==> config.mk <==
export PLATFORM = sky130hd
export DESIGN_NAME = regfile_wb_arbiter
export DESIGN_NICKNAME = d
export VERILOG_FILES = /design/src/rtl/regfile_wb_arbiter.sv
export SDC_FILE = /design/constraint.sdc
export NUM_CORES = 1
export LEC_CHECK = 0
export BUFFER_PORTS_ARGS = -buffer_cell sky130_fd_sc_hd__buf_2
export CORE_ASPECT_RATIO = 0.5
export CORE_MARGIN = 2
export CORE_UTILIZATION = 42
export DETAILED_ROUTE_END_ITERATION = 8
export HOLD_SLACK_MARGIN = 0.1
export PLACE_DENSITY = 0.83
export SYNTH_ARGS = -nofsm -noshare
export SYNTH_HDL_FRONTEND = slang
export SYNTH_SLANG_ARGS = --single-unit
==> constraint.sdc <==
create_clock -name clk -period 2.25 [get_ports clk]
set_clock_uncertainty 0.15 [all_clocks]
set_input_delay 0.3375 -clock clk [delete_from_list [all_inputs] [get_ports clk]]
set_output_delay 0.3375 -clock clk [all_outputs]
set_load 0.02 [all_outputs]
==> src/rtl/regfile_wb_arbiter.sv <==
// Two-port (ALU / load) writeback arbiter feeding the single regfile write port.
// Round-robin grant into a one-entry registered stage; writes to r0 are dropped and counted.
module regfile_wb_arbiter #(
    parameter int DATA_W = 24,
    parameter int ADDR_W = 4,
    parameter int CNT_W  = 8
) (
    input  logic                      clk,
    input  logic                      rst,
    input  logic                      a_valid,
    input  logic [ADDR_W-1:0]         a_dest,
    input  logic [DATA_W-1:0]         a_data,
    output logic                      a_ready,
    input  logic                      b_valid,
    input  logic [ADDR_W-1:0]         b_dest,
    input  logic [DATA_W-1:0]         b_data,
    output logic                      b_ready,
    input  logic                      hold,
    output logic                      rf_write_en,
    output logic [ADDR_W-1:0]         rf_write_dest,
    output logic [DATA_W-1:0]         rf_write_data,
    output logic [(1<<ADDR_W)-1:0]    pending_mask,
    output logic [CNT_W-1:0]          zero_drop_cnt
);

    localparam int                NREG    = 1 << ADDR_W;
    localparam logic [CNT_W-1:0]  CNT_MAX = '1;

    logic                 r_stage_valid;
    logic [ADDR_W-1:0]    r_stage_dest;
    logic [DATA_W-1:0]    r_stage_data;
    logic                 r_rr_last;
    logic [CNT_W-1:0]     r_zero_cnt;

    logic                 w_can_load;
    logic                 w_grant_a;
    logic                 w_grant_b;
    logic                 w_hs_a;
    logic                 w_hs_b;
    logic                 w_hs;
    logic                 w_drain;
    logic [ADDR_W-1:0]    w_hs_dest;
    logic [DATA_W-1:0]    w_hs_data;
    logic                 w_hs_zero;
    logic [NREG-1:0]      w_mask;

    // Ties go to the port that did not win last; a lone requester always wins.
    always_comb begin
        w_can_load = ~r_stage_valid | ~hold;
        w_grant_a  = a_valid & (~b_valid | r_rr_last);
        w_grant_b  = b_valid & ~w_grant_a;
        w_hs_a     = rst & w_can_load & w_grant_a;
        w_hs_b     = rst & w_can_load & w_grant_b;
        w_hs       = w_hs_a | w_hs_b;
        w_hs_dest  = w_hs_b ? b_dest : a_dest;
        w_hs_data  = w_hs_b ? b_data : a_data;
        w_hs_zero  = (w_hs_dest == '0);
        w_drain    = r_stage_valid & ~hold;
    end

    always_comb begin
        w_mask = '0;
        if (r_stage_valid)
            w_mask[r_stage_dest] = 1'b1;
    end

    // Reset also blocks the write-enable so an in-flight entry never commits.
    assign a_ready       = w_hs_a;
    assign b_ready       = w_hs_b;
    assign rf_write_en   = rst & w_drain;
    assign rf_write_dest = r_stage_dest;
    assign rf_write_data = r_stage_data;
    assign pending_mask  = w_mask;
    assign zero_drop_cnt = r_zero_cnt;

    always_ff @(posedge clk) begin
        if (!rst) begin
            r_stage_valid <= 1'b0;
            r_stage_dest  <= '0;
            r_stage_data  <= '0;
            r_rr_last     <= 1'b1;
            r_zero_cnt    <= '0;
        end else begin
            if (w_drain)
                r_stage_valid <= 1'b0;
            if (w_hs) begin
                r_rr_last <= w_hs_b;
                if (!w_hs_zero) begin
                    r_stage_valid <= 1'b1;
                    r_stage_dest  <= w_hs_dest;
                    r_stage_data  <= w_hs_data;
                end else if (r_zero_cnt != CNT_MAX) begin
                    r_zero_cnt <= r_zero_cnt + 1'b1;
                end
            end
        end
    end

endmodule
==> impl_metrics.json <==
{
  "ant_nets": 0,
  "cts.repair.resized": 0,
  "drt_iter0_drc": 76,
  "setup_violations": 0,
  "p_sw_frac": 0.292,
  "routed_wl_um": 5060,
  "rsz0062_at_grt": "false",
  "worst_pin_slew_ps": 627,
  "hpwlAfterDp_um": 3810,
  "synthFlopType": "dfxtp_1",
  "vias": 2058,
  "ir_drop_v": 0.000273,
  "rr_endpoint": "zero_drop_cnt[3]$_SDFFE_PN0P_",
  "async_flop_share": 0,
  "r2r_start": "zero_drop_cnt[0]$_SDFFE_PN0P_",
  "hold_buffers": 0,
  "power.leakage_nw": 1.38,
  "critPathCaptureType": "output port",
  "synth.net_count": 280,
  "clkTransAtPathRegs_ps": 70,
  "clock-sinks": 38,
  "syn-cell-area_um2": 1860,
  "grt_pass1_wl_um": 8170,
  "p_switching_w": 0.000496,
  "htreeDepth": 2,
  "viasPerCell": 5.28,
  "cp.arrival_ps": 1620,
  "antenna_cells": 0,
  "ios": 116,
  "clkPwrFrac": 0.333,
  "power_density_nw_per_um2": 652,
  "die-area_um2": 5010,
  "min_from": "b_data[3]",
  "antenna_found_initial": 0,
  "synth_cells": 218,
  "die-height_um": 51.0,
  "ff2ff_setup_slack_ps": 280,
  "row_count": 17,
  "totalPowerFinal_w": 0.00170,
  "synth_edf_count": 0,
  "cts_buffers": 5,
  "dr.pass1.iters": 4,
  "avgRoutedWirePerCell_um": 13.0,
  "cp_slowest_stage_delay_ps": 530,
  "path_cells": "or3b_2 > nor2_1 > buf_2",
  "post-route-util": 0.604,
  "worstSetupStartpointType": "register",
  "cp_max_fo": 7,
  "tritoncts": "yes",
  "hold_path_class": "in -> reg",
  "drv_slew": 0,
  "seqPwrFrac": 0.454,
  "cts-root-buf": "clkbuf_8",
  "power_frac_comb": 0.213,
  "intPower_w": 0.00120,
  "min_period_over_period": 0.935,
  "hold_violations": 0,
  "slew_headroom": 0.581,
  "critPathRequiredTime_ps": 1760,
  "max_cap_violations": 0,
  "nets": 394,
  "grt_pass1_vias": 1882,
  "syn2layout_area_growth_pct": 40.4,
  "drc": 0,
  "postCtsSetupRepairBufs": 0,
  "fillCellCount": 375,
  "fmax_mhz": 475,
  "status": "complete, no violations",
  "fin_setup_tns_ps": 0,
  "clk_latency_ps": 280,
  "io_buffer_count": 115,
  "core_area_um2": 4320,
  "die_w_um": 98.1,
  "synth.avg_cell_area_um2": 8.53,
  "yosysSeqAreaShare": 0.409,
  "synth_cell_type_count": 33,
  "grtUsageTotal": 0.199,
  "rr_worst_depth": 6,
  "floorplan.initialDensity": 0.431,
  "yosys_warnings": 0,
  "crit_type": "reg -> out",
  "grt_overflow": 0,
  "cpMaxStageDelayCell": "or3b_2",
  "clock_path_buffers": 2,
  "gp_congestion": 0.821,
  "ys_ff_latch": 38,
  "grt_max_degree": 35,
  "drive_gt1_frac": 0.396,
  "whs_endpoint": "rf_write_data[3]$_SDFFE_PN0P_",
  "min_path_cells": 3,
  "period_minus_slack_ps": 2100
}
==> logic make-up after synthesis <==
group | count (synthesis) | synth area share
DFF | 38 | 0.409
muxes | 29 | 0.156
AOI/OAI and AO/OA | 50 | 0.160
and+or+nand+nor | 79 | 0.220
adders and majority gates | 1 | 0.00673
buffers and inverters | 21 | 0.0478
==> critical path, delay by kind of cell (launching register included) <==
family / cells / cell delay (ps)
buf+inv: 1 / 180
simple gates: 2 / 670
flops: 1 / 470
==> layer usage <==
layer | vias to the layer above | track usage | share of wire
met2 | 44 | 0.385 | 0.54
met5 | - | 0 | 0
li1 | 1023 | - | -
met1 | 980 | 0.217 | 0.40
met4 | 0 | 0.0833 | 0.022
met3 | 11 | 0.0397 | 0.038
==> cell type report <==
cell class	count	area (um^2)	share of cell area
Timing Repair Buffer	121	633	0.243
Multi-Input combinational cell	159	1010	0.387
Inverter	7	26.3	0.0101
Sequential cell	38	761	0.291
Clock inverter	3	40.0	0.0153
Tap cell	57	71.3	0.0273
Clock buffer	5	68.8	0.0264
==> through the flow <==
| stage | std cells | worst slack [ps] | hold slack [ps] | instance area, um^2 |
|---|---|---|---|---|
| global route | 390 | 58.5 | 180 | 2610 |
| finish | 390 | 146 | 175 | 2610 |
| global placement | 382 | 100 | 302 | 2500 |
| detailed placement | 382 | 67.1 | 308 | 2500 |
| CTS | 390 | 148 | 167 | 2610 |
| floorplan | 218 | 342 | 310 | 1860 |
==> Yosys cell counts (3+ instances only) <==
library cell | count | area (um^2)
dfxtp_1 | 38 | 761
nand3_1 | 33 | 165
o21ai_0 | 30 | 150
mux2i_1 | 29 | 290
nor2_1 | 14 | 52.6
clkbuf_1 | 10 | 37.5
nand2_1 | 8 | 30.0
a21oi_1 | 7 | 35.0
inv_1 | 7 | 26.3
or4_1 | 6 | 45.0
nor3_1 | 5 | 25.0
o31ai_1 | 5 | 37.5
nand3b_1 | 3 | 22.5
==> state kept, by name, summed over array words and instances (netlist names) <==
signal / cells
rf_write_data: 24
zero_drop_cnt: 8
rf_write_dest: 4
r_rr_last: 1
r_stage_valid: 1
==> cells in the final DEF, fill, tap and decap left out, types with 2 or more instances in the layout <==
cell type	count
buf_2	115
dfxtp_1	38
nand3_1	33
o21ai_0	30
mux2i_1	29
nor2_1	14
nand2_1	8
inv_1	7
a21oi_1	7
or4_1	6
nor3_1	5
o31ai_1	5
clkbuf_8	5
buf_4	5
nand3b_1	3
nand2b_1	2
clkinv_2	2
==> how the worst max path moves through the flow <==
stage / slack, ps / from / end
after global placement: 100 / a_dest[2] / zero_drop_cnt[3]$_SDFFE_PN0P_
after floorplan: 340 / a_dest[2] / zero_drop_cnt[4]$_SDFFE_PN0P_
final: 150 / r_stage_valid$_SDFF_PN0_ / pending_mask[1]
after global routing: 60 / r_stage_valid$_SDFF_PN0_ / pending_mask[0]
after detailed placement: 70 / a_dest[2] / zero_drop_cnt[4]$_SDFFE_PN0P_
after CTS: 150 / r_stage_valid$_SDFF_PN0_ / pending_mask[0]
==> power by group through the flow <==
stage	Clock [W]	Sequential (W)	Combinational, W
2_1_floorplan	0	0.000848	0.000149
3_3_place_gp	0	0.000783	0.000353
3_5_place_dp	0	0.000786	0.000364
4_1_cts	0.000581	0.000771	0.000365
5_1_grt	0.000612	0.000779	0.000394
6_report	0.000566	0.000772	0.000363
(Power assumes the default switching activity.)
